File: src/rtl/regfile_pkg.sv
// Shared types for the register-file write-back path: the queued write entry
// and the write-back source identifier.
package regfile_pkg;

  localparam int DATA_W = 32;
  localparam int ADDR_W = 5;

  typedef struct packed {
    logic [ADDR_W-1:0] rd;
    logic [DATA_W-1:0] data;
  } wb_entry_t;

  typedef enum logic {
    SRC_ALU = 1'b0,
    SRC_MEM = 1'b1
  } wb_src_t;

  function automatic wb_src_t otherSrc(input wb_src_t s);
    return (s == SRC_ALU) ? SRC_MEM : SRC_ALU;
  endfunction

endpackage

File: src/rtl/wb_fifo.sv
// Small circular FIFO holding pending write-back entries for one source.
// Push and pop are self-gating, so callers may present push while full.
module wb_fifo
  import regfile_pkg::*;
#(
  parameter int FIFO_DEPTH = 2,
  localparam int CNT_W = $clog2(FIFO_DEPTH + 1),
  localparam int PTR_W = $clog2(FIFO_DEPTH)
) (
  input  logic             clk,
  input  logic             rst_n,
  input  logic             push,
  input  wb_entry_t        pushEntry,
  input  logic             pop,
  output wb_entry_t        popEntry,
  output logic             full,
  output logic             empty,
  output logic [CNT_W-1:0] count
);

  wb_entry_t        mem [FIFO_DEPTH];
  logic [PTR_W-1:0] wrPtr;
  logic [PTR_W-1:0] rdPtr;
  logic             doPush;
  logic             doPop;

  assign full     = (count == CNT_W'(FIFO_DEPTH));
  assign empty    = (count == '0);
  assign doPush   = push && !full;
  assign doPop    = pop && !empty;
  assign popEntry = mem[rdPtr];

  // Depth is a power of two, so the pointers wrap naturally.
  always_ff @(posedge clk or negedge rst_n) begin
    if (!rst_n) begin
      wrPtr <= '0;
      rdPtr <= '0;
      count <= '0;
    end else begin
      if (doPush) wrPtr <= wrPtr + PTR_W'(1);
      if (doPop)  rdPtr <= rdPtr + PTR_W'(1);
      case ({doPush, doPop})
        2'b10:   count <= count + CNT_W'(1);
        2'b01:   count <= count - CNT_W'(1);
        default: count <= count;
      endcase
    end
  end

  always_ff @(posedge clk) begin
    if (doPush) mem[wrPtr] <= pushEntry;
  end

endmodule

File: src/rtl/regfile_wb_arbiter.sv
// Merges ALU and load write-backs onto the single register-file write port,
// buffering each source and granting one entry per cycle round-robin.
module regfile_wb_arbiter #(
  parameter int DATA_W     = 32,
  parameter int ADDR_W     = 5,
  parameter int FIFO_DEPTH = 2
) (
  input  logic              clk,
  input  logic              rst_n,
  input  logic              aluValid,
  output logic              aluReady,
  input  logic [ADDR_W-1:0] aluRd,
  input  logic [DATA_W-1:0] aluData,
  input  logic              memValid,
  output logic              memReady,
  input  logic [ADDR_W-1:0] memRd,
  input  logic [DATA_W-1:0] memData,
  input  logic              wbStall,
  output logic              isWrite,
  output logic [ADDR_W-1:0] rd,
  output logic [DATA_W-1:0] writeData,
  output logic              grantSrc,
  output logic [1:0]        aluCount,
  output logic [1:0]        memCount
);

  import regfile_pkg::*;

  localparam int CNT_W = $clog2(FIFO_DEPTH + 1);

  wb_entry_t        aluIn;
  wb_entry_t        memIn;
  wb_entry_t        aluHead;
  wb_entry_t        memHead;
  wb_entry_t        grantEntry;
  logic             aluFull;
  logic             aluEmpty;
  logic             memFull;
  logic             memEmpty;
  logic             aluPop;
  logic             memPop;
  logic [CNT_W-1:0] aluCnt;
  logic [CNT_W-1:0] memCnt;
  logic             grantValid;
  wb_src_t          grantSel;
  wb_src_t          rrPtr;
  wb_src_t          grantSrcQ;

  assign aluIn    = '{rd: aluRd, data: aluData};
  assign memIn    = '{rd: memRd, data: memData};
  assign aluReady = !aluFull;
  assign memReady = !memFull;
  assign aluCount = 2'(aluCnt);
  assign memCount = 2'(memCnt);
  assign grantSrc = grantSrcQ;

  wb_fifo #(.FIFO_DEPTH(FIFO_DEPTH)) aluFifo (
    .clk       (clk),
    .rst_n     (rst_n),
    .push      (aluValid),
    .pushEntry (aluIn),
    .pop       (aluPop),
    .popEntry  (aluHead),
    .full      (aluFull),
    .empty     (aluEmpty),
    .count     (aluCnt)
  );

  wb_fifo #(.FIFO_DEPTH(FIFO_DEPTH)) memFifo (
    .clk       (clk),
    .rst_n     (rst_n),
    .push      (memValid),
    .pushEntry (memIn),
    .pop       (memPop),
    .popEntry  (memHead),
    .full      (memFull),
    .empty     (memEmpty),
    .count     (memCnt)
  );

  // rrPtr only breaks ties; a lone non-empty source always wins.
  always_comb begin
    grantValid = 1'b0;
    grantSel   = rrPtr;
    if (!wbStall) begin
      if (!aluEmpty && !memEmpty) begin
        grantValid = 1'b1;
        grantSel   = rrPtr;
      end else if (!aluEmpty) begin
        grantValid = 1'b1;
        grantSel   = SRC_ALU;
      end else if (!memEmpty) begin
        grantValid = 1'b1;
        grantSel   = SRC_MEM;
      end
    end
  end

  assign aluPop     = grantValid && (grantSel == SRC_ALU);
  assign memPop     = grantValid && (grantSel == SRC_MEM);
  assign grantEntry = (grantSel == SRC_MEM) ? memHead : aluHead;

  // Writes to x0 still consume their grant but never raise the enable.
  always_ff @(posedge clk or negedge rst_n) begin
    if (!rst_n) begin
      isWrite   <= 1'b0;
      rd        <= '0;
      writeData <= '0;
      grantSrcQ <= SRC_ALU;
      rrPtr     <= SRC_ALU;
    end else if (grantValid) begin
      isWrite   <= (grantEntry.rd != '0);
      rd        <= grantEntry.rd;
      writeData <= grantEntry.data;
      grantSrcQ <= grantSel;
      rrPtr     <= otherSrc(grantSel);
    end else begin
      isWrite   <= 1'b0;
    end
  end

endmodule

File: config.mk
export PLATFORM = sky130hd
export DESIGN_NAME = regfile_wb_arbiter
export DESIGN_NICKNAME = d
export VERILOG_FILES = /design/src/rtl/regfile_pkg.sv /design/src/rtl/wb_fifo.sv /design/src/rtl/regfile_wb_arbiter.sv
export SDC_FILE = /design/constraint.sdc
export NUM_CORES = 1
export LEC_CHECK = 0
export BUFFER_PORTS_ARGS = -buffer_cell sky130_fd_sc_hd__buf_2
export CELL_PAD_IN_SITES_DETAIL_PLACEMENT = 1
export CELL_PAD_IN_SITES_GLOBAL_PLACEMENT = 1
export CORE_ASPECT_RATIO = 1.2
export CORE_UTILIZATION = 51
export DETAILED_ROUTE_END_ITERATION = 12
export PLACE_DENSITY = 0.81
export SLEW_MARGIN = 15
export SYNTH_ARGS = -nofsm -noshare
export SYNTH_HDL_FRONTEND = slang
export SYNTH_HIERARCHICAL = 1
export SYNTH_SLANG_ARGS = --single-unit
File: constraint.sdc
create_clock -name clk -period 4.9 [get_ports clk]
set_clock_uncertainty 0.05 [all_clocks]
set_input_delay 0.245 -clock clk [delete_from_list [all_inputs] [get_ports clk]]
set_output_delay 0.245 -clock clk [all_outputs]
set_load 0.005 [all_outputs]
### Word-level counts from Yosys, hierarchy flattened

Memories as Yosys holds them, arrays and structs flattened.
Cells that the tools add are included.

* output and inout port bits: 45
* bits of input ports: 79
* logic and storage cells: 61
* memory bits (writable): 148
* memories kept: 2
* bits in registers: 48

Memories
* aluFifo.mem: depth 2, width 37, rd ports 1, clocked after memory_dff 0, wr ports 1, line wb_fifo.sv:21 `wb_entry_t mem [FIFO_DEPTH];`
* memFifo.mem: depth 2, width 37, rd ports 1, clocked after memory_dff 0, wr ports 1, line wb_fifo.sv:21

* bitwise gates (word level): 1
* $add $sub $neg: 8
* mux-type cells: 17
* reduce and logical (&&, ||, !) cells: 16
* eq/ne operators: 6

Operator list (count)
* $mux 37: 1
* $mux 1: 14
* $eq 2x2->1 const B: 4
* $pmux 2 s2: 2
* $logic_and 1x1->1: 7
* $reduce_bool 5->1: 1
* $add 1x1->1 const B: 4
* $add 2x1->2 const B: 2
* $eq 2x1->1 const B: 2
* $logic_not 1->1: 4
* $logic_not 2->1: 2
* $reduce_bool 2->1: 2
* $sub 2x1->2 const B: 2
* $not 1->1: 1

### Logic depth before layout (Yosys ltp)

* depth after elaboration: 10
* depth in mapped cells: 10
* depth with buffers taken out: 9

### Cells and area by module

The synthesis kept the hierarchy.

By module, submodules not included
* wb_fifo: sequential area each 2322.2 um^2, cells an instance 133, times used 2, area each 2949.1 um^2
* regfile_wb_arbiter: sequential area each 1001.0 um^2, cells an instance 186, times used 1, area each 1950.6 um^2

### Least setup slack after synthesis

No wires, ideal clock.

* path kind: reg2reg
* start point: register aluFifo.count[0]
* end point: memory aluFifo/mem[0][0] (netlist bit), enable pin
* setup slack: 2.182 ns
* library setup time: 0.431 ns
* arrival: 2.237 ns
* required time: 4.419 ns
* buffers on the path: 0
* cell stages (with the launch flop): 4
* cells stage by stage: dfrtp_1 nand2b_1 nand2_1 nor2_1

* longest elaborated chain between the ends: 5

RTL lines
* start, declared: line wb_fifo.sv:18 `output logic [CNT_W-1:0] count`
* start signal, assigned: line wb_fifo.sv:43 `2'b10: count <= count + CNT_W'(1);`
* start signal, assigned: line wb_fifo.sv:44 `2'b01: count <= count - CNT_W'(1);`
* start signal, assigned: line wb_fifo.sv:45 `default: count <= count;`
* $eq 2x2->1: line wb_fifo.sv:27 `assign full = (count == CNT_W'(FIFO_DEPTH));`
* $logic_not 1->1: line wb_fifo.sv:29 `assign doPush = push && !full;`
* $logic_and 1x1->1: line wb_fifo.sv:29
* $mux 1: line wb_fifo.sv:51 `if (doPush) mem[wrPtr] <= pushEntry;`
* $mux 1 (implied by the code): line wb_fifo.sv:51
* end, declared: line wb_fifo.sv:21

No other way between the ends.

### Final worst setup path

* start point: register memFifo.count[0]
* end point: register isWrite

* longest elaborated chain between the ends: 8
* elaborated cells on any way between the ends: 14
* those cells by class: 10 x mux; 4 x reduce/logical

RTL lines
* start, declared: line wb_fifo.sv:18
* start signal, assigned: line wb_fifo.sv:43
* start signal, assigned: line wb_fifo.sv:44
* start signal, assigned: line wb_fifo.sv:45
* $logic_not 2->1 *: line wb_fifo.sv:28 `assign empty = (count == '0);`
* named net memEmpty: line regfile_wb_arbiter.sv:39 `logic memEmpty;`
* $mux 1 / $logic_not 1->1 (equally long branches): line regfile_wb_arbiter.sv:92, regfile_wb_arbiter.sv:86
* $mux 1 / $logic_and 1x1->1 (equally long branches): line regfile_wb_arbiter.sv:89, regfile_wb_arbiter.sv:86
* $mux 1: line regfile_wb_arbiter.sv:86 `if (!aluEmpty && !memEmpty) begin`
* $mux 1: line regfile_wb_arbiter.sv:85 `if (!wbStall) begin`
* $mux 37: line regfile_wb_arbiter.sv:101 `assign grantEntry = (grantSel == SRC_MEM) ? memHead : aluHead;`
* $reduce_bool 5->1: line regfile_wb_arbiter.sv:112 `isWrite <= (grantEntry.rd != '0);`
* $mux 1 *: line regfile_wb_arbiter.sv:111 `end else if (grantValid) begin`
* end signal, assigned: line regfile_wb_arbiter.sv:112
* end, declared: line regfile_wb_arbiter.sv:19 `output logic isWrite,`

The timed path passes the listed nets; every way through them passes the cells marked *.
A chain may end at the register's enable or synchronous reset.

==> impl_metrics.py <==
metrics = {
    "sta": {
        "finalCritPeriodShare_pct": 64.4,
        "setup_ws_ns": 1.74,
        "max_freq_mhz": 317,
        "setup_viol": 0,
        "slew_headroom_pct": 27.7,
        "tightestPinTransition_ns": 1.09,
        "hold_viol": 0,
        "fin_crit_ns": 3.16,
        "drv_slew": 0,
        "whs_ns": 0.165,
        "tns_ns": 0,
        "rsz0062_at_grt": "false",
    },
    "cts": {
        "postCtsHoldBufs": 75,
        "clock_latency_ns": 0.43,
        "clk_pin_slew_ns": 0.07,
        "cts_buffers": 17,
        "cts_tree": "yes",
        "post_cts_resized": 0,
        "cts_setup_buffers": 0,
        "htree_levels": 4,
        "clockBufferDepth": 2,
        "cts_num_sinks": 196,
        "cts_root_buffer": "clkbuf_16",
    },
    "worst_setup_path": {
        "crit_required_ns": 5.12,
        "reg2reg_from": "memFifo/count[0]$_DFFE_PN0P_",
        "crit_chain": "nor2_1 -> nand2b_1 -> a22oi_2 -> buf_4 -> mux2i_1 -> a41oi_1",
        "r2r_end": "isWrite$_DFF_PN0_",
        "r2r_slack_ns": 1.74,
        "ff2ff_path_depth": 6,
        "critPathBufInv": 1,
        "start_kind": "register",
        "worstPathArrival_ns": 3.37,
        "cp_slowest_stage_delay_ns": 0.85,
        "cp_max_fo": 13,
        "slowest_stage": "a22oi_2",
        "critPathKind": "reg -> reg",
        "cp_top_family": "compound AO/OA/AOI/OAI gates",
        "end_kind": "register",
    },
    "power": {
        "p_switching_mw": 1.96,
        "power_frac_comb_pct": 32.1,
        "p_leak_nw": 4.02,
        "p_clk_share_pct": 23.4,
        "p_per_area_nw_per_um2": 608,
        "p_int_mw": 4.09,
        "p_sw_share_pct": 32.4,
        "ir_drop_uv": 288,
        "p_seq_share_pct": 44.5,
    },
    "route": {
        "drcViolationCount": 0,
        "routed_via_density": 5.42,
        "drtIter0Drc": 282,
        "dr_total_vias": 4740,
        "dr.pass1.iters": 4,
        "wl_per_cell_um": 23.4,
        "wl_um": 20500,
        "ant_nets": 0,
    },
    "placed_design": {
        "dp_hpwl_um": 10700,
        "pre_cts_ws_ns": 1.96,
        "place_congestion": 0.796,
        "placed_cells": 766,
        "portBuffers": 123,
    },
    "die": {
        "num_rows": 49,
        "die_area_um2": 15900,
        "core_area_um2": 15000,
        "num_io_pins": 124,
        "die_h_um": 138,
        "start_util_pct": 52.3,
        "die_x_um": 115,
    },
    "synthesis": {
        "synth_xor_xnor_area_share_pct": 1.12,
        "synth_area_leaders": "edfxtp_1, dfrtp_1, mux2_4, mux2_2, mux2i_1",
        "synth_cell_types": 32,
        "yosysSeqAreaShare_pct": 71.9,
        "synth_top_area_cell": "edfxtp_1",
        "synth_top_family_by_area": "multiplexers",
        "syn_inst": 452,
        "synth_simple_gate_area_share_pct": 3.40,
        "synth.top_cell.area_share_pct": 56.6,
        "ys_ff_latch": 196,
        "synthAdderAreaFrac_pct": 0.319,
        "syn_avg_cell_area_um2": 17.4,
        "synth-compound-area-share_pct": 3.70,
        "muxShareOfSynthArea_pct": 17.0,
        "synthesis.area_um2": 7850,
        "postSynthNetCount": 533,
        "yosys_warnings": 6,
    },
    "hold_path": {
        "hp-class": "in -> reg",
        "hp-start": "memValid",
        "worstHoldPathCells": 3,
        "hold_end": "memFifo/wrPtr$_DFFE_PN0P_",
    },
    "final_layout": {
        "layout_commonest_cell": "edfxtp_1",
        "syn_to_final_growth_pct": 26.9,
        "stdcell_count": 875,
        "num-nets-final": 737,
        "layout_common_cells": "edfxtp_1, buf_2, dlygate4sd3_1, dfrtp_1, nand2_1",
        "drive_gt1_share_pct": 36.2,
    },
    "global_routing": {
        "grt_pass1_wl_um": 30300,
        "antenna_found_initial": 2,
        "first_global_vias": 5246,
        "grt-ovfl-total": 0,
        "grt_max_degree": 77,
        "grt_use_total_pct": 27.3,
    },
    "status": {
        "status": "finished, final reports clean",
    },
    "run": {
        "cap_violations": 0,
    },
}
[through the flow]
| stage | util (%) | power [mW] | instance area (µm²) |
|---|---|---|---|
| detailed placement | 57.3 | 4.53 | 8610 |
| floorplan | - | 3.97 | 7850 |
| global route | 66.3 | 6.30 | 9960 |
| global placement | 57.3 | 4.40 | 8610 |
| finish | 66.3 | 6.05 | 9960 |
| CTS | 66.2 | 5.99 | 9950 |
[cells by family (layout without fill, tap and decap cells)]
| logic type | Yosys count | count (layout) |
|---|---|---|
| xor gates and xnor gates | 10 | 10 |
| adders and majority gates | 2 | 2 |
| muxes | 109 | 109 |
| other | 0 | 2 |
| and+or+nand+nor | 62 | 62 |
| DFF | 196 | 196 |
| AOI/OAI and AO/OA | 48 | 48 |
| buffers and inverters | 25 | 242 |
[worst reg2reg max path, stage by stage, from the launching register on]
cell,delay (ns)
dfrtp_1,0.44
nor2_1,0.46
nand2b_1,0.26
a22oi_2,0.85
buf_4,0.41
mux2i_1,0.35
a41oi_1,0.16
[how the worst max path moves through the flow]
stage                                  endpoint  cells after the start  slack [ns]                         start
floorplan           aluFifo/mem[0][0]$_DFFE_PP_                      3        2.18  aluFifo/count[0]$_DFFE_PN0P_
global placement              isWrite$_DFF_PN0_                      6        2.10  memFifo/count[0]$_DFFE_PN0P_
detailed placement            isWrite$_DFF_PN0_                      6        1.96  memFifo/count[0]$_DFFE_PN0P_
CTS                           isWrite$_DFF_PN0_                      6        1.89  memFifo/count[0]$_DFFE_PN0P_
global route                  isWrite$_DFF_PN0_                      6        1.60  memFifo/count[0]$_DFFE_PN0P_
finish                        isWrite$_DFF_PN0_                      6        1.74  memFifo/count[0]$_DFFE_PN0P_
[power by group through the flow]
| stage | Combinational, mW | Sequential [mW] | Clock, mW |
|---|---|---|---|
| finish | 1.94 | 2.70 | 1.42 |
| global route | 2.08 | 2.74 | 1.48 |
| CTS | 1.90 | 2.68 | 1.41 |
| detailed placement | 1.82 | 2.71 | 0 |
| global placement | 1.73 | 2.67 | 0 |
| floorplan | 1.44 | 2.54 | 0 |
[area by class of cell]
type	count	area, µm²
multi-input cells	231	2020
clock inverters	9	129
flip-flops and latches	196	5650
repair buffers	205	1420
inverters	5	18.8
clock buffers	23	458
diodes	2	5.00
fillers	1327	5060
well taps	204	255
[per-layer routing]
layer	track usage, %	part of all wire [%]	wire [µm]	up-vias
li1	-	-	-	2093
met1	30.1	38	7760	2451
met2	50.0	55	11300	149
met3	6.25	3.9	792	47
met4	12.2	2.9	599	0
met5	0	0	0	-
[registers in the layout, indices dropped and copies added (netlist names), 2 cells and up]
signal and count:
aluFifo/mem 74, memFifo/count 2, writeData 32, memFifo/mem 74, rd 5, aluFifo/count 2
[Yosys cell counts, drive strengths merged]
| cell | number |
|---|---|
| nand3 | 2 |
| nand2b | 5 |
| a22oi | 2 |
| ha | 2 |
| nor3 | 1 |
| and3 | 2 |
| o21ba | 1 |
| nor2 | 8 |
| o21bai | 1 |
| a21oi | 2 |
| xor2 | 4 |
| a41oi | 1 |
| inv | 5 |
| nand2 | 41 |
| clkbuf | 4 |
| o21ai | 35 |
| a21o | 2 |
| dfrtp | 48 |
| mux2 | 74 |
| mux2i | 35 |
| o32a | 2 |
| a221o | 2 |
| edfxtp | 148 |
| buf | 16 |
| xnor2 | 6 |
| nor2b | 3 |
(Power assumes the default switching activity.)
